--- config.mk ---
export PLATFORM = sky130hd
export DESIGN_NAME = rf_access_arbiter_flat
export DESIGN_NICKNAME = d
export VERILOG_FILES = /design/src/rtl/rf_access_arbiter_if.sv /design/src/rtl/rf_access_arbiter.sv /design/src/flat_wrapper.sv
export SDC_FILE = /design/constraint.sdc
export NUM_CORES = 1
export LEC_CHECK = 0
export BUFFER_PORTS_ARGS = -buffer_cell sky130_fd_sc_hd__clkbuf_2
export CAP_MARGIN = 10
export CORE_AREA = 4 4 190 192
export CTS_BUF_LIST = sky130_fd_sc_hd__clkbuf_2
export CTS_CLUSTER_SIZE = 16
export DETAILED_ROUTE_END_ITERATION = 10
export DIE_AREA = 0 0 194 196
export PLACE_DENSITY = 0.46
export SYNTH_ARGS = -nofsm -noshare
export SYNTH_HDL_FRONTEND = slang
export SYNTH_SLANG_ARGS = --single-unit
--- constraint.sdc ---
create_clock -name clk_hmc -period 5.4 [get_ports clk_hmc]
set_input_delay 0.27 -clock clk_hmc [delete_from_list [all_inputs] [get_ports clk_hmc]]
set_output_delay 0.27 -clock clk_hmc [all_outputs]
set_load 0.03 [all_outputs]
--- src/rtl/rf_access_arbiter_if.sv ---
// Channel-side and RF-side signal bundle for rf_access_arbiter.
// slave = arbiter view; master = requesters plus the RF port.
interface rf_access_arbiter_if #(
  parameter int NUM_CH = 4,
  parameter int DATA_W = 64,
  parameter int ADDR_W = 4
);
  logic [NUM_CH-1:0]        ch_req;
  logic [NUM_CH-1:0]        ch_write;
  logic [NUM_CH*ADDR_W-1:0] ch_addr;
  logic [NUM_CH*DATA_W-1:0] ch_wdata;
  logic [NUM_CH-1:0]        ch_gnt;
  logic [NUM_CH-1:0]        ch_done;
  logic [DATA_W-1:0]        ch_rdata;
  logic                     ch_invalid;
  logic                     ch_timeout;
  logic [ADDR_W-1:0]        rf_address;
  logic [DATA_W-1:0]        rf_write_data;
  logic                     rf_read_en;
  logic                     rf_write_en;
  logic [DATA_W-1:0]        rf_read_data;
  logic                     rf_invalid_address;
  logic                     rf_access_complete;
  logic                     rf_proto_err;

  modport slave (
    input  ch_req, ch_write, ch_addr, ch_wdata,
    input  rf_read_data, rf_invalid_address, rf_access_complete,
    output ch_gnt, ch_done, ch_rdata, ch_invalid, ch_timeout,
    output rf_address, rf_write_data, rf_read_en, rf_write_en, rf_proto_err
  );

  modport master (
    output ch_req, ch_write, ch_addr, ch_wdata,
    output rf_read_data, rf_invalid_address, rf_access_complete,
    input  ch_gnt, ch_done, ch_rdata, ch_invalid, ch_timeout,
    input  rf_address, rf_write_data, rf_read_en, rf_write_en, rf_proto_err
  );
endinterface

--- src/rtl/rf_access_arbiter.sv ---
// Round-robin arbiter sharing the HMC register-file port among NUM_CH requesters.
// Define RF_ARB_TIMEOUT_EN to abort accesses that wait longer than TIMEOUT cycles.
module rf_access_arbiter #(
  parameter int NUM_CH  = 4,
  parameter int DATA_W  = 64,
  parameter int ADDR_W  = 4,
  parameter int TIMEOUT = 255
) (
  input logic                clk_hmc,
  input logic                res_hmc,
  rf_access_arbiter_if.slave bus
);
  localparam int IDX_W = (NUM_CH > 1) ? $clog2(NUM_CH) : 1;

  typedef enum logic [1:0] {
    S_IDLE  = 2'd0,
    S_ISSUE = 2'd1,
    S_WAIT  = 2'd2,
    S_RESP  = 2'd3
  } state_t;

  state_t             state_reg, state_next;
  logic [IDX_W-1:0]   idx_reg, idx_next;
  logic [IDX_W-1:0]   last_gnt_reg, last_gnt_next;
  logic               write_reg, write_next;
  logic [ADDR_W-1:0]  addr_reg, addr_next;
  logic [DATA_W-1:0]  wdata_reg, wdata_next;
  logic [NUM_CH-1:0]  gnt_reg, gnt_next;
  logic [NUM_CH-1:0]  done_reg, done_next;
  logic               rd_en_reg, rd_en_next;
  logic               wr_en_reg, wr_en_next;
  logic [DATA_W-1:0]  rdata_reg, rdata_next;
  logic               invalid_reg, invalid_next;
  logic               timeout_reg, timeout_next;
  logic               proto_err_reg, proto_err_next;
  logic               expire;

  logic [ADDR_W-1:0]  addr_arr  [NUM_CH];
  logic [DATA_W-1:0]  wdata_arr [NUM_CH];

  for (genvar gi = 0; gi < NUM_CH; gi++) begin : g_unpack
    assign addr_arr[gi]  = bus.ch_addr[gi*ADDR_W +: ADDR_W];
    assign wdata_arr[gi] = bus.ch_wdata[gi*DATA_W +: DATA_W];
  end

  // Scan from the farthest channel toward the nearest so the first requester
  // after last_gnt is the one left standing.
  logic             pick_valid;
  logic [IDX_W-1:0] pick_idx;
  logic [IDX_W-1:0] cand;

  always_comb begin
    pick_valid = 1'b0;
    pick_idx   = '0;
    cand       = '0;
    for (int off = NUM_CH; off >= 1; off--) begin
      cand = IDX_W'((int'(last_gnt_reg) + off) % NUM_CH);
      if (bus.ch_req[cand]) begin
        pick_valid = 1'b1;
        pick_idx   = cand;
      end
    end
  end

`ifdef RF_ARB_TIMEOUT_EN
  localparam int TMO_W = $clog2(TIMEOUT + 1);

  logic [TMO_W-1:0] wait_cnt_reg;

  // The count seen in a WAIT cycle is the number of earlier WAIT cycles.
  assign expire = (wait_cnt_reg == TMO_W'(TIMEOUT - 1));

  always_ff @(posedge clk_hmc) begin
    if (res_hmc) begin
      wait_cnt_reg <= '0;
    end else if (state_reg == S_ISSUE) begin
      wait_cnt_reg <= '0;
    end else if (state_reg == S_WAIT) begin
      wait_cnt_reg <= wait_cnt_reg + 1'b1;
    end
  end
`else
  logic unused_timeout_param;

  assign expire               = 1'b0;
  assign unused_timeout_param = (TIMEOUT == 0);
`endif

  always_comb begin
    state_next    = state_reg;
    idx_next      = idx_reg;
    last_gnt_next = last_gnt_reg;
    write_next    = write_reg;
    addr_next     = addr_reg;
    wdata_next    = wdata_reg;
    gnt_next      = '0;
    done_next     = '0;
    rd_en_next    = 1'b0;
    wr_en_next    = 1'b0;
    rdata_next    = '0;
    invalid_next  = 1'b0;
    timeout_next  = 1'b0;
    // Completion is only legal while an access is outstanding.
    proto_err_next = proto_err_reg |
                     (bus.rf_access_complete && (state_reg != S_WAIT));

    case (state_reg)
      S_IDLE: begin
        if (pick_valid) begin
          state_next         = S_ISSUE;
          idx_next           = pick_idx;
          write_next         = bus.ch_write[pick_idx];
          addr_next          = addr_arr[pick_idx];
          wdata_next         = wdata_arr[pick_idx];
          gnt_next[pick_idx] = 1'b1;
          rd_en_next         = !bus.ch_write[pick_idx];
          wr_en_next         = bus.ch_write[pick_idx];
        end
      end
      S_ISSUE: begin
        state_next    = S_WAIT;
        last_gnt_next = idx_reg;
      end
      S_WAIT: begin
        if (bus.rf_access_complete) begin
          state_next         = S_RESP;
          done_next[idx_reg] = 1'b1;
          rdata_next         = write_reg ? '0 : bus.rf_read_data;
          invalid_next       = bus.rf_invalid_address;
        end else if (expire) begin
          state_next         = S_RESP;
          done_next[idx_reg] = 1'b1;
          timeout_next       = 1'b1;
        end
      end
      S_RESP: begin
        state_next = S_IDLE;
      end
      default: begin
        state_next = S_IDLE;
      end
    endcase
  end

  always_ff @(posedge clk_hmc) begin
    if (res_hmc) begin
      state_reg     <= S_IDLE;
      idx_reg       <= '0;
      last_gnt_reg  <= IDX_W'(NUM_CH - 1);
      write_reg     <= 1'b0;
      addr_reg      <= '0;
      wdata_reg     <= '0;
      gnt_reg       <= '0;
      done_reg      <= '0;
      rd_en_reg     <= 1'b0;
      wr_en_reg     <= 1'b0;
      rdata_reg     <= '0;
      invalid_reg   <= 1'b0;
      timeout_reg   <= 1'b0;
      proto_err_reg <= 1'b0;
    end else begin
      state_reg     <= state_next;
      idx_reg       <= idx_next;
      last_gnt_reg  <= last_gnt_next;
      write_reg     <= write_next;
      addr_reg      <= addr_next;
      wdata_reg     <= wdata_next;
      gnt_reg       <= gnt_next;
      done_reg      <= done_next;
      rd_en_reg     <= rd_en_next;
      wr_en_reg     <= wr_en_next;
      rdata_reg     <= rdata_next;
      invalid_reg   <= invalid_next;
      timeout_reg   <= timeout_next;
      proto_err_reg <= proto_err_next;
    end
  end

  assign bus.ch_gnt        = gnt_reg;
  assign bus.ch_done       = done_reg;
  assign bus.ch_rdata      = rdata_reg;
  assign bus.ch_invalid    = invalid_reg;
  assign bus.ch_timeout    = timeout_reg;
  assign bus.rf_address    = addr_reg;
  assign bus.rf_write_data = wdata_reg;
  assign bus.rf_read_en    = rd_en_reg;
  assign bus.rf_write_en   = wr_en_reg;
  assign bus.rf_proto_err  = proto_err_reg;
endmodule

--- src/flat_wrapper.sv ---
// flat-port wrapper written by rule: the top's interface ports become plain ports
module rf_access_arbiter_flat 
#(
  parameter int NUM_CH  = 4,
  parameter int DATA_W  = 64,
  parameter int ADDR_W  = 4,
  parameter int TIMEOUT = 255
)
  (clk_hmc, res_hmc, bus_ch_req, bus_ch_write, bus_ch_addr, bus_ch_wdata, bus_rf_read_data, bus_rf_invalid_address, bus_rf_access_complete, bus_ch_gnt, bus_ch_done, bus_ch_rdata, bus_ch_invalid, bus_ch_timeout, bus_rf_address, bus_rf_write_data, bus_rf_read_en, bus_rf_write_en, bus_rf_proto_err);
  rf_access_arbiter_if #(.NUM_CH(NUM_CH), .DATA_W(DATA_W), .ADDR_W(ADDR_W)) bus_i ();
  input logic clk_hmc;
  input logic res_hmc;
  input wire logic [$bits(bus_i.ch_req)-1:0] bus_ch_req;
  input wire logic [$bits(bus_i.ch_write)-1:0] bus_ch_write;
  input wire logic [$bits(bus_i.ch_addr)-1:0] bus_ch_addr;
  input wire logic [$bits(bus_i.ch_wdata)-1:0] bus_ch_wdata;
  input wire logic [$bits(bus_i.rf_read_data)-1:0] bus_rf_read_data;
  input wire logic [$bits(bus_i.rf_invalid_address)-1:0] bus_rf_invalid_address;
  input wire logic [$bits(bus_i.rf_access_complete)-1:0] bus_rf_access_complete;
  output wire logic [$bits(bus_i.ch_gnt)-1:0] bus_ch_gnt;
  output wire logic [$bits(bus_i.ch_done)-1:0] bus_ch_done;
  output wire logic [$bits(bus_i.ch_rdata)-1:0] bus_ch_rdata;
  output wire logic [$bits(bus_i.ch_invalid)-1:0] bus_ch_invalid;
  output wire logic [$bits(bus_i.ch_timeout)-1:0] bus_ch_timeout;
  output wire logic [$bits(bus_i.rf_address)-1:0] bus_rf_address;
  output wire logic [$bits(bus_i.rf_write_data)-1:0] bus_rf_write_data;
  output wire logic [$bits(bus_i.rf_read_en)-1:0] bus_rf_read_en;
  output wire logic [$bits(bus_i.rf_write_en)-1:0] bus_rf_write_en;
  output wire logic [$bits(bus_i.rf_proto_err)-1:0] bus_rf_proto_err;
  assign bus_i.ch_req = bus_ch_req;
  assign bus_i.ch_write = bus_ch_write;
  assign bus_i.ch_addr = bus_ch_addr;
  assign bus_i.ch_wdata = bus_ch_wdata;
  assign bus_i.rf_read_data = bus_rf_read_data;
  assign bus_i.rf_invalid_address = bus_rf_invalid_address;
  assign bus_i.rf_access_complete = bus_rf_access_complete;
  assign bus_ch_gnt = bus_i.ch_gnt;
  assign bus_ch_done = bus_i.ch_done;
  assign bus_ch_rdata = bus_i.ch_rdata;
  assign bus_ch_invalid = bus_i.ch_invalid;
  assign bus_ch_timeout = bus_i.ch_timeout;
  assign bus_rf_address = bus_i.rf_address;
  assign bus_rf_write_data = bus_i.rf_write_data;
  assign bus_rf_read_en = bus_i.rf_read_en;
  assign bus_rf_write_en = bus_i.rf_write_en;
  assign bus_rf_proto_err = bus_i.rf_proto_err;
  rf_access_arbiter #(.NUM_CH(NUM_CH), .DATA_W(DATA_W), .ADDR_W(ADDR_W), .TIMEOUT(TIMEOUT)) u_core (.clk_hmc(clk_hmc), .res_hmc(res_hmc), .bus(bus_i));
endmodule
; ---- Word-level counts from Yosys, hierarchy flattened
; Index checks and enable logic that the tools add are counted.
[word_totals]
ff_bits = 151
wordCells = 79
[classes]
add_sub_neg = 4
order_cmp = 9
eq_ne = 6
mux = 31
bitwise_logic = 6
n_reduce_logical = 10
[op_table]
columns = cell, count
row1 = $bmux 64 s2, 1
row2 = $mux 64, 2
row3 = $lt 2x3->1 const B, 6
row4 = $mux 2, 6
row5 = $mux 1, 11
row6 = $bmux 1 s2, 5
row7 = $bmux 4 s2, 1
row8 = $mux 4, 2
row9 = $pmux 2 s4, 1
row10 = $reduce_or 3->1, 2
row11 = $add 2x1->2 const B, 2
row12 = $add 2x2->2 const B, 2
row13 = $demux 1 s2, 2
row14 = $eq 2x2->1 const B, 2
row15 = $ge 2x1->1 const B, 2
row16 = $ne 2x2->1 const B, 2
row17 = $not 1->1, 4
row18 = $reduce_and 2->1, 2
row19 = $reduce_or 4->1, 1
row20 = $ge 3x3->1 const B, 1
row21 = $logic_and 1x1->1, 3
row22 = $not 2->3, 1
row23 = $eq 2x1->1 const B, 1
row24 = $logic_not 2->1, 1
row25 = 3 further kinds, 3

; ---- Longest topological paths before layout
; Gate-level depths: netlist of run 1.
[logic_depth]
ltp_word = 11
ltp_mapped = 8
mapped_depth_nobuf = 6

; ---- Least setup slack after synthesis of run 1
; Ideal clock, no wire load.
[synth_timing]
kind = reg-to-reg
start = reg u_core.last_gnt_reg[0]
end = reg u_core.wdata_reg[50], in the netlist u_core.bus.rf_write_data[50]
arrival_time_ns = 1.632
t_required_ns = 5.266
slack_ns = 3.634
path_stages_with_launch = 9
path_cell_list = dfxtp_1 > nor2b_2 > o21a_1 > buf_2 > buf_2 > buf_4 > o311a_1 > a31oi_1 > a211oi_1
[synth_between]
elab_chain_len = 11
[synth_lines]
columns = element, line_no
row1 = start: declaration, rf_access_arbiter.sv:24  ; logic [IDX_W-1:0] last_gnt_reg, last_gnt_next;
row2 = start signal: assignment, rf_access_arbiter.sv:149  ; last_gnt_reg <= IDX_W'(NUM_CH - 1);
row3 = start signal: assignment, rf_access_arbiter.sv:164  ; last_gnt_reg <= last_gnt_next;
row4 = $add 2x1->2, rf_access_arbiter.sv:57  ; cand = IDX_W'((int'(last_gnt_reg) + off) % NUM_CH);
row5 = $bmux 1 s2, rf_access_arbiter.sv:58  ; if (bus.ch_req[cand]) begin
row6 = $mux 1 (implied by the code), rf_access_arbiter.sv:58
row7 = $mux 2 (4 in series), rf_access_arbiter.sv:58
row8 = $not 2->3 (implied by the code), rf_access_arbiter.sv:114  ; wdata_next = wdata_arr[pick_idx];
row9 = $bmux 64 s2, rf_access_arbiter.sv:114
row10 = $mux 64 (implied by the code) (2 in series), rf_access_arbiter.sv:114
row11 = end signal: assignment, rf_access_arbiter.sv:167  ; wdata_reg <= wdata_next;
row12 = end: declaration, rf_access_arbiter.sv:27  ; logic [DATA_W-1:0] wdata_reg, wdata_next;
; Parallel ways exist; a longest one is shown, timed or not. The select of a mux whose other input is x is not followed.
; A chain may end at the register's enable or synchronous reset.

; ---- Final worst setup path of run 1
[layout_timing]
start = in bus_ch_req[0]
end = reg u_core.wdata_reg[25], in the netlist u_core.bus.rf_write_data[25]
[layout_between]
elab_chain_len = 10
[layout_lines]
columns = element, line_no
row1 = start: declaration, flat_wrapper.sv:13  ; input wire logic [$bits(bus_i.ch_req)-1:0] bus_ch_req;
row2 = $bmux 1 s2, rf_access_arbiter.sv:58
row3 = $mux 1 (implied by the code), rf_access_arbiter.sv:58
row4 = $mux 2 (4 in series), rf_access_arbiter.sv:58
row5 = $not 2->3 (implied by the code), rf_access_arbiter.sv:114
row6 = $bmux 64 s2, rf_access_arbiter.sv:114
row7 = $mux 64 (implied by the code) (2 in series), rf_access_arbiter.sv:114
; Parallel ways exist; a longest one is shown, timed or not. The select of a mux whose other input is x is not followed.

==> results of run 1 <==
[cells in the mapped netlist (2+ instances only)]
master | number | area share
sky130_fd_sc_hd__nor3_1 | 8 | 0.0059
sky130_fd_sc_hd__clkbuf_1 | 51 | 0.028
sky130_fd_sc_hd__dfxtp_1 | 151 | 0.44
sky130_fd_sc_hd__nand3_1 | 18 | 0.013
sky130_fd_sc_hd__and2_1 | 70 | 0.064
sky130_fd_sc_hd__o311a_1 | 59 | 0.087
sky130_fd_sc_hd__nand2b_1 | 3 | 0.0028
sky130_fd_sc_hd__a211oi_1 | 60 | 0.066
sky130_fd_sc_hd__a31oi_1 | 59 | 0.054
sky130_fd_sc_hd__a221oi_1 | 68 | 0.087
sky130_fd_sc_hd__nor2_1 | 79 | 0.043
sky130_fd_sc_hd__nor2b_1 | 4 | 0.0037
sky130_fd_sc_hd__a311oi_1 | 9 | 0.012
sky130_fd_sc_hd__nand2_1 | 4 | 0.0022
sky130_fd_sc_hd__a21o_1 | 2 | 0.0022
sky130_fd_sc_hd__buf_2 | 28 | 0.021
sky130_fd_sc_hd__buf_1 | 3 | 0.0017
sky130_fd_sc_hd__nor3_4 | 2 | 0.0048
sky130_fd_sc_hd__a21oi_1 | 5 | 0.0037
sky130_fd_sc_hd__buf_4 | 8 | 0.0088
sky130_fd_sc_hd__or3_1 | 2 | 0.0018
sky130_fd_sc_hd__o211a_1 | 2 | 0.0029
sky130_fd_sc_hd__inv_1 | 8 | 0.0044
sky130_fd_sc_hd__ha_1 | 4 | 0.0073
[cell families (layout without fill, tap and decap cells)]
kind of cell	Yosys count	count (layout)	share of synthesized area
flops	151	151	0.443
other cells	1	2	0.000550
buf+inv	99	814	0.0651
mux	1	1	0.00147
compound gates	277	277	0.333
simple gates	197	197	0.150
fa+ha+maj	4	4	0.00734
[routing by layer]
| metal | track usage | wire length (um) |
|---|---|---|
| met5 | 0 | 13 |
| met4 | 0.0747 | 1120 |
| met3 | 0.0496 | 2690 |
| met2 | 0.313 | 17400 |
| met1 | 0.205 | 14000 |
[worst max-delay path, delay by kind of cell]
family,cells,cell delay [ps]
AOI/OAI and AO/OA,5,1820
buffers and inverters,5,2580
[area by class of cell]
cell class / instances / area (sq um) / share of cell area
Antenna cell: 1 / 2.50 / 0.000199
Clock buffer: 17 / 85.1 / 0.00678
Clock inverter: 15 / 188 / 0.0149
Inverter: 8 / 30.0 / 0.00239
Multi-Input combinational cell: 480 / 3380 / 0.269
Sequential cell: 151 / 3020 / 0.241
Tap cell: 455 / 569 / 0.0453
Timing Repair Buffer: 774 / 5280 / 0.420
[stage by stage]
stage / power, mW / cells
final: 5.47 / 1901
after floorplan: 3.32 / 730
after global routing: 5.86 / 1901
after global placement: 4.18 / 1596
after CTS: 5.53 / 1900
after detailed placement: 4.19 / 1596
[final timing paths]
check	to	slack, ps	cells after the start
min	u_core.bus.ch_rdata[24]$_SDFF_PP0_	230	3
max reg2reg	u_core.bus.rf_write_data[25]$_SDFFE_PP0P_	1470	8
min reg2reg	u_core.bus.ch_done[2]$_SDFF_PP0_	550	2
max	u_core.bus.rf_write_data[25]$_SDFFE_PP0P_	1410	10
[where the power goes]
part / switching [mW] / internal (mW)
sequential: 0.178 / 1.42
clock: 0.501 / 0.238
combinational: 1.87 / 1.27
[cells in the final DEF, fill, tap and decap left out, types with 2 or more instances in the layout]
cell type / instances
sky130_fd_sc_hd__clkbuf_2: 507
sky130_fd_sc_hd__dlygate4sd3_1: 272
sky130_fd_sc_hd__dfxtp_1: 151
sky130_fd_sc_hd__nor2_1: 78
sky130_fd_sc_hd__and2_1: 69
sky130_fd_sc_hd__a221oi_1: 68
sky130_fd_sc_hd__a211oi_1: 60
sky130_fd_sc_hd__o311a_1: 59
sky130_fd_sc_hd__a31oi_1: 59
sky130_fd_sc_hd__nand3_1: 18
sky130_fd_sc_hd__buf_4: 10
sky130_fd_sc_hd__a311oi_1: 9
sky130_fd_sc_hd__inv_1: 8
sky130_fd_sc_hd__nor3_1: 8
sky130_fd_sc_hd__a21oi_1: 5
sky130_fd_sc_hd__nor2b_1: 4
sky130_fd_sc_hd__nand2_1: 4
sky130_fd_sc_hd__ha_1: 4
sky130_fd_sc_hd__clkinv_4: 4
sky130_fd_sc_hd__inv_8: 4
sky130_fd_sc_hd__nand2b_1: 3
sky130_fd_sc_hd__inv_6: 3
sky130_fd_sc_hd__nor3_4: 2
sky130_fd_sc_hd__or3_1: 2
sky130_fd_sc_hd__bufinv_16: 2
==> flow_metrics.tcl, run 1 <==
set metrics [dict create \
    drt-initial-drc-count 373 \
    core_box_area_sq_mm 0.0344 \
    grt_usage 0.178 \
    cts.clk_slew.worst_paths_ps 280 \
    skew_pair_late_insertion_delay_ps 790 \
    power_leakage_nw 6.05 \
    pwr_density_cell_mw_per_mm2 436 \
    post_cts_resized 0 \
    final.period_utilization 0.740 \
    overflow_after_grt 0 \
    timing.critical_path.cells "dlygate4sd3_1, clkbuf_2, o21ai_0, o211a_4, buf_4, o311a_1, a31oi_1, dlygate4sd3_1, a211oi_1, dlygate4sd3_1" \
    drive_above_1_share 0.380 \
    synth_ff_type "sky130_fd_sc_hd__dfxtp_1" \
    critical_path.max_stage_delay_ps 820 \
    hold_path.class "input pin to flop" \
    critical_path.startpoint "bus_ch_req[0]" \
    final_design_area_no_fill_sq_mm 0.0126 \
    min_period_ps 3990 \
    maximum_number_of_pins_on_one_net_before_global_route_repair 77 \
    timing.setup.critical_path_class "input pin to flop" \
    mappedNetlistNets 1082 \
    synth_warnings 0 \
    drc 0 \
    slew_headroom 0.305 \
    drv_slew 0 \
    cts_tree "done" \
    finalWeightedCongestion 0.871 \
    synth_cells 730 \
    fillers 3554 \
    instance_area_after_placement_sq_mm 0.00956 \
    worstPathMaxFanout 76 \
    postSynthAreaPerCell_sq_um 9.35 \
    critPathMostFrequentCell "sky130_fd_sc_hd__dlygate4sd3_1" \
    cts_root_buffer "sky130_fd_sc_hd__clkbuf_2" \
    number_of_clock_sinks 151 \
    netlist_area_sq_mm 0.00682 \
    max_cap_viol_count 0 \
    post_layout_utilization_of_the_core 0.365 \
    grt_first_pass_wirelength_mm 53.5 \
    drtPass1Iterations 5 \
    synth.yosys.seq_area_share 0.443 \
    post_cts.repair.setup_buffers 0 \
    ctsLongestPathBuffers 2 \
    row_count 68 \
    synth_enable_flop_cells 0 \
    post-dp-hpwl_mm 24.3 \
    timing.fmax_mhz 250 \
    postSynthRegisterBits 151 \
    final_worst_setup_slack_ps 1410 \
    hold_viol_final 0 \
    slowest_cell_on_the_critical_path "sky130_fd_sc_hd__o211a_4" \
    ctsHtreeMaxLevel 4 \
    worstHoldStart "bus_rf_read_data[24]" \
    count_of_buffers_inserted_at_the_top_level_ports 491 \
    ys_types 47 \
    setup_repair_after_global_routing_missed_its_margin "no" \
    rr_startpoint "u_core.last_gnt_reg[1]$_SDFFE_PP1N_" \
    fin_worst_skew_ps 31.9 \
    cts_made_buffers 17 \
    design.die.area_sq_mm 0.0380 \
    setup_viol_count_final 0 \
    start_util 0.198 \
    worstSetupEndpointType "flop" \
    status "finished, final reports clean" \
    die_height_um 196 \
    critical_path_arrival_ps 4750 \
    ant_nets 0 \
    antenna_found_initial 2 \
    via_per_inst 4.67 \
    crit_required_ps 6160 \
    setup_total_negative_slack_ps 0 \
    num_vias 8882 \
    floorplan.io_pins 493 \
    areaGrowthSynthToFinish_pct 84.0 \
    vdd.ir_drop.worst_uv 186 \
    grt_pass1_vias 9377 \
    dp_worst_setup_slack_ps 2420 \
    die_w_um 194 \
    worst_setup_path_start_kind "input pin" \
    holdWs_ps 227 \
    cts_hold_buf 272 \
    mean_routed_wirelength_per_cell_um 18.5 \
    slew_at_the_pin_closest_to_its_max_slew_limit_ps 1040 \
    postRouteWirelength_mm 35.2 \
    nets 1784 \
    synth_async_sr_flop_share 0 \
]
Power figures use the tool's default switching activity.
==> inputs of run 2 (changes only) <==
ABC_AREA = 1   (was not set)
PLACE_DENSITY = 0.5   (was 0.46)
clock period = 3.51 ns   (was 5.4 ns; I/O delays follow)
==> flow_metrics.tcl, run 2 <==
set metrics [dict create \
    hold_viol_final 0 \
    areaGrowthSynthToFinish_pct 75.5 \
    worstSetupEndpointType "flop" \
    synth_warnings 0 \
    skew_pair_late_insertion_delay_ps 750 \
    power_leakage_nw 7.25 \
    nets 2237 \
    drtPass1Iterations 5 \
    final.period_utilization 0.955 \
    hold_critical_path_depth 4 \
    ys_types 29 \
    critPathMostFrequentCell "sky130_fd_sc_hd__nand2_1" \
    core_box_area_sq_mm 0.0344 \
    cts_tree "done" \
    timing.fmax_mhz 298 \
    grt_usage 0.176 \
    hold_path.class "input pin to flop" \
    fillers 3726 \
    layout.cells.most_common_list "508 x sky130_fd_sc_hd__clkbuf_2, 312 x sky130_fd_sc_hd__nand2_1, 252 x sky130_fd_sc_hd__dlygate4sd3_1" \
    post_layout_utilization_of_the_core 0.383 \
    drv_slew 0 \
    instance_area_after_placement_sq_mm 0.0103 \
    cts_made_buffers 17 \
    synth_most_common_cell "sky130_fd_sc_hd__nand2_1" \
    floorplan.io_pins 493 \
    die_height_um 196 \
    slew_at_the_pin_closest_to_its_max_slew_limit_ps 778 \
    synth.top_cells.by_area "sky130_fd_sc_hd__dfxtp_1 40%, sky130_fd_sc_hd__nand3_1 16%, sky130_fd_sc_hd__nand2_1 16%" \
    final_design_area_no_fill_sq_mm 0.0132 \
    setup_total_negative_slack_ps 0 \
    post_cts.repair.setup_buffers 0 \
    cts_root_buffer "sky130_fd_sc_hd__clkbuf_2" \
    ctsLongestPathBuffers 2 \
    crit_required_ps 4210 \
    drt-initial-drc-count 370 \
    worstPathMaxFanout 54 \
    maximum_number_of_pins_on_one_net_before_global_route_repair 73 \
    r2r_slack_ps 160 \
    via_per_inst 4.28 \
    share_of_the_synthesized_area_in_the_top_cell_type 0.403 \
    synthTopCellsByCount "312 x sky130_fd_sc_hd__nand2_1, 243 x sky130_fd_sc_hd__nand3_1, 203 x sky130_fd_sc_hd__nor2_1" \
    synth_enable_flop_cells 0 \
    regArea_sq_mm 0.00302 \
    final_worst_setup_slack_ps 159 \
    ant_nets 0 \
    number_of_clock_sinks 151 \
    antenna_found_initial 2 \
    num_vias 10100 \
    slew_headroom 0.482 \
    dp_worst_setup_slack_ps 897 \
    drive_above_1_share 0.293 \
    postSynthAreaPerCell_sq_um 6.31 \
    slowest_cell_on_the_critical_path "sky130_fd_sc_hd__dlygate4sd3_1" \
    cts.clk_slew.worst_paths_ps 330 \
    die_w_um 194 \
    hold_path_end "u_core.bus.ch_rdata[51]$_SDFF_PP0_" \
    timing.critical_path.cells "inv_2, nand2_1, nand2_1, nand2_2, nand2_2, inv_2, nand3_4, buf_4, nand3_1, nand2_1, dlygate4sd3_1, nand2_1, nand3_1, dlygate4sd3_1, nand2_1, inv_1" \
    postSynthRegisterBits 151 \
    rr_startpoint "u_core.last_gnt_reg[0]$_SDFFE_PP1N_" \
    overflow_after_grt 0 \
    pwr_density_cell_mw_per_mm2 920 \
    vdd.ir_drop.worst_uv 681 \
    min_period_ps 3350 \
    synth.yosys.seq_area_share 0.403 \
    critical_path.max_stage_delay_ps 550 \
    synth_top_area_cell "sky130_fd_sc_hd__dfxtp_1" \
    finalWeightedCongestion 0.872 \
    post-dp-hpwl_mm 26.0 \
    design.die.area_sq_mm 0.0380 \
    multiInputGateArea_sq_mm 0.00368 \
    mean_routed_wirelength_per_cell_um 15.0 \
    row_count 68 \
    netlist_area_sq_mm 0.00750 \
    synth_async_sr_flop_share 0 \
    timing.rr.end "u_core.bus.rf_address[2]$_SDFFE_PP0P_" \
    mostFrequentLayoutCell "sky130_fd_sc_hd__clkbuf_2" \
    synth_ff_type "sky130_fd_sc_hd__dfxtp_1" \
    count_of_buffers_inserted_at_the_top_level_ports 491 \
    status "finished, final reports clean" \
    grt_pass1_vias 10200 \
    timing.reg2reg.worst_path_depth 16 \
    setup_viol_count_final 0 \
    ctsHtreeMaxLevel 4 \
    max_cap_viol_count 0 \
    mappedNetlistNets 1540 \
    critical_path_arrival_ps 4050 \
    fin_worst_skew_ps 47.3 \
    worst_setup_path_start_kind "flop" \
    setup_repair_after_global_routing_missed_its_margin "no" \
    timing.setup.critical_path_class "flop to flop" \
    grt_first_pass_wirelength_mm 54.1 \
    start_util 0.218 \
    drc 0 \
    postRouteWirelength_mm 35.2 \
    synth_cells 1188 \
    worstHoldStart "bus_rf_read_data[51]" \
]
run 2: changes by cell type after synthesis, moves of 68 or more:
cell and change:
sky130_fd_sc_hd__nor2_1 +124, sky130_fd_sc_hd__nand2_1 +308, sky130_fd_sc_hd__inv_1 +101, sky130_fd_sc_hd__and2_1 -69
sky130_fd_sc_hd__nand3_1 +225, sky130_fd_sc_hd__a221oi_1 -68
run 2: stage by stage:
step                      total power [mW]  cells  hold slack [ps]
after floorplan                       7.42   1188              288
after global placement                9.30   2069              374
after detailed placement              9.36   2069              377
after CTS                             12.1   2353             2.18
after global routing                  13.3   2355             6.69
final                                 12.1   2355              118
run 2: power breakdown:
| group | total, mW | switching, mW | internal (mW) |
|---|---|---|---|
| combinational | 8.67 | 5.16 | 3.50 |
| clock | 1.11 | 0.848 | 0.263 |
| sequential | 2.33 | 0.214 | 2.12 |
| total | 12.1 | 6.22 | 5.88 |
run 2: cell type report:
type	instances	area share
timing repair buffer	759	0.391
multi-input combinational	843	0.279
sequential	151	0.230
tap	455	0.0433
inverter	113	0.0344
clock inverter	15	0.0155
clock buffer	17	0.00646
antenna	2	0.000380
run 2: worst max-delay path by stage:
stage	startpoint	to	slack, ps
floorplan	u_core.last_gnt_reg[0]$_SDFFE_PP1N_	u_core.bus.rf_write_data[40]$_SDFFE_PP0P_	1670
global placement	u_core.last_gnt_reg[0]$_SDFFE_PP1N_	u_core.bus.rf_write_data[33]$_SDFFE_PP0P_	990
detailed placement	u_core.last_gnt_reg[0]$_SDFFE_PP1N_	u_core.bus.rf_write_data[41]$_SDFFE_PP0P_	900
CTS	u_core.last_gnt_reg[0]$_SDFFE_PP1N_	u_core.bus.rf_write_data[19]$_SDFFE_PP0P_	20
global route	u_core.last_gnt_reg[0]$_SDFFE_PP1N_	u_core.bus.rf_write_data[19]$_SDFFE_PP0P_	2
finish	u_core.last_gnt_reg[0]$_SDFFE_PP1N_	u_core.bus.rf_address[2]$_SDFFE_PP0P_	160
run 2: logic make-up after synthesis:
family / share of synthesized area
flops: 0.403
simple gates: 0.442
buf+inv: 0.108
compound gates: 0.0397
other cells: 0.000500
fa+ha+maj: 0.00667
run 2: layer usage:
layer	routed length [um]	track usage	share of wire	vias up
met5	0	0	0	-
met4	1160	0.0688	0.033	0
met3	1800	0.0297	0.051	53
met2	17800	0.322	0.51	376
met1	14400	0.206	0.41	4555
li1	-	-	-	5106
run 2: worst max-delay path: cells and delay by family (launching register included):
kind                   cells  cell delay [ps]
and+or+nand+nor           10              970
DFF                        1              440
buffers and inverters      6             1840
run 2: timing repair:
action,in CTS,in global routing
endpoints found under the hold margin,147,0
gates resized for setup,0,18
setup endpoints to repair,0,49
hold buffers,252,0
==> inputs of run 3 (changes only) <==
ABC_CLOCK_PERIOD_IN_PS = 3510   (was not set)
CTS_BUF_LIST = sky130_fd_sc_hd__clkbuf_2 sky130_fd_sc_hd__clkbuf_4 sky130_fd_sc_hd__clkbuf_8   (was sky130_fd_sc_hd__clkbuf_2)
==> flow_metrics.tcl, run 3 (same netlist as run 2, synthesis figures left out) <==
set metrics [dict create \
    num_vias 9324 \
    setup_total_negative_slack_ps 0 \
    fin_cells 2197 \
    count_of_buffers_inserted_at_the_top_level_ports 491 \
    floorplan.io_pins 493 \
    ctsLongestPathBuffers 2 \
    post-dp-hpwl_mm 26.0 \
    crit_required_ps 3880 \
    drt-initial-drc-count 376 \
    cts_made_buffers 17 \
    clock_power_share 0.134 \
    core_box_area_sq_mm 0.0344 \
    fin_worst_skew_ps 13.8 \
    cts_root_buffer "sky130_fd_sc_hd__clkbuf_8" \
    via_per_inst 4.24 \
    setup_repair_after_global_routing_missed_its_margin "no" \
    row_count 68 \
    finalWeightedCongestion 0.872 \
    power.share.combinational 0.649 \
    layout.cells.most_common_list "491 x sky130_fd_sc_hd__clkbuf_2, 312 x sky130_fd_sc_hd__nand2_1, 243 x sky130_fd_sc_hd__nand3_1" \
    timing.setup.critical_path_class "flop to flop" \
    mean_routed_wirelength_per_cell_um 15.4 \
    hold_viol_final 0 \
    setup_viol_count_final 0 \
    ant_nets 0 \
    place.detailed.instances 2069 \
    overflow_after_grt 0 \
    final.period_utilization 0.861 \
    critical_path_arrival_ps 3390 \
    cts_tree "done" \
    seqPwrFrac 0.217 \
    pwr_density_cell_mw_per_mm2 920 \
    hold_critical_path_depth 5 \
    drv_slew 0 \
    sw_frac_of_total 0.557 \
    holdWs_ps 40.6 \
    drive_above_1_share 0.319 \
    status "finished, final reports clean" \
    maximum_number_of_pins_on_one_net_before_global_route_repair 73 \
    worst_setup_path_start_kind "flop" \
    areaGrowthSynthToFinish_pct 55.8 \
    timing.fmax_mhz 331 \
    die_height_um 196 \
    timing.reg2reg.worst_path_depth 14 \
    ctsHtreeMaxLevel 4 \
    grt_pass1_vias 9345 \
    postRouteWirelength_mm 33.9 \
    number_of_clock_sinks 151 \
    antenna_found_initial 0 \
    max_cap_viol_count 0 \
    drc 0 \
    worstSetupEndpointType "flop" \
    slew_headroom 0.470 \
    net-switching-power_mw 5.98 \
    cts.clk_slew.worst_paths_ps 110 \
    drtPass1Iterations 5 \
    insertedDiodeCount 0 \
    mostFrequentLayoutCell "sky130_fd_sc_hd__clkbuf_2" \
    grt_usage 0.170 \
    nets 2081 \
    die_w_um 194 \
    grt_first_pass_wirelength_mm 51.5 \
    power_report.internal_total_mw 4.76 \
    hold_path.class "input pin to flop" \
    slew_at_the_pin_closest_to_its_max_slew_limit_ps 795 \
    vdd.ir_drop.worst_uv 738 \
    min_period_ps 3020 \
    skew_pair_late_insertion_delay_ps 460 \
    worstPathMaxFanout 72 \
    power_leakage_nw 6.57 \
    design.die.area_sq_mm 0.0380 \
    start_util 0.218 \
]
==> run 3: worst paths after layout <==
| kind | slack [ps] | from | to |
|---|---|---|---|
| min reg2reg | 500 | u_core.bus.rf_proto_err$_SDFF_PP0_ | u_core.bus.rf_proto_err$_SDFF_PP0_ |
| min | 40 | bus_ch_wdata[153] | u_core.bus.rf_write_data[25]$_SDFFE_PP0P_ |
| max reg2reg | 490 | u_core.last_gnt_reg[0]$_SDFFE_PP1N_ | u_core.bus.rf_write_data[27]$_SDFFE_PP0P_ |
| max | 490 | u_core.last_gnt_reg[0]$_SDFFE_PP1N_ | u_core.bus.rf_write_data[27]$_SDFFE_PP0P_ |
==> run 3: final cells by class <==
cell class                      instances  area [sq um]
Clock inverter                         15           204
Clock buffer                           17           234
Multi-Input combinational cell        843          3680
Timing Repair Buffer                  603          3550
Inverter                              113           427
Fill cell                            3843         22700
Tap cell                              455           569
Sequential cell                       151          3020
==> run 3: layer usage <==
layer	GRT usage	share of wire	wire length, um	vias up
met2	0.308	0.51	17200	353
met4	0.0534	0.023	792	0
li1	-	-	-	4792
met1	0.202	0.42	14100	4140
met5	0	0	0	-
met3	0.0318	0.054	1820	39
==> run 3: power by group through the flow <==
| stage | sequential, mW | combinational [mW] | clock (mW) |
|---|---|---|---|
| floorplan | 3.00 | 4.42 | 0 |
| global route | 2.37 | 7.87 | 1.57 |
| detailed placement | 2.37 | 6.99 | 0 |
| CTS | 2.33 | 7.12 | 1.52 |
| global placement | 2.36 | 6.94 | 0 |
| finish | 2.33 | 6.98 | 1.44 |
==> run 3: per-stage QoR <==
step | total power [mW] | util | worst slack (ps) | cell area, sq um
floorplan | 7.42 | - | 1670 | 7500
global placement | 9.30 | 0.299 | 988 | 10300
detailed placement | 9.36 | 0.299 | 897 | 10300
CTS | 11.0 | 0.340 | 439 | 11700
global route | 11.8 | 0.340 | 207 | 11700
finish | 10.7 | 0.340 | 489 | 11700
==> run 3: worst max-delay path, cell delays in order, from the launching register on <==
cell	delay, ps
sky130_fd_sc_hd__dfxtp_1	380
sky130_fd_sc_hd__inv_2	180
sky130_fd_sc_hd__nand2_1	80
sky130_fd_sc_hd__nand2_1	120
sky130_fd_sc_hd__nand2_1	80
sky130_fd_sc_hd__nand2_1	90
sky130_fd_sc_hd__inv_1	60
sky130_fd_sc_hd__nand2_1	160
sky130_fd_sc_hd__o21ai_2	130
sky130_fd_sc_hd__inv_4	570
sky130_fd_sc_hd__buf_12	300
sky130_fd_sc_hd__nand2_1	80
sky130_fd_sc_hd__nor2_1	90
sky130_fd_sc_hd__dlygate4sd3_1	540
sky130_fd_sc_hd__nor2_1	40
==> run 3: what timing repair did <==
item                                   4_1_cts  5_1_grt
gates resized for setup                      0        0
setup endpoints to repair                    0        0
hold buffers                                96        0
endpoints found under the hold margin       94        0
setup buffers                                0        0
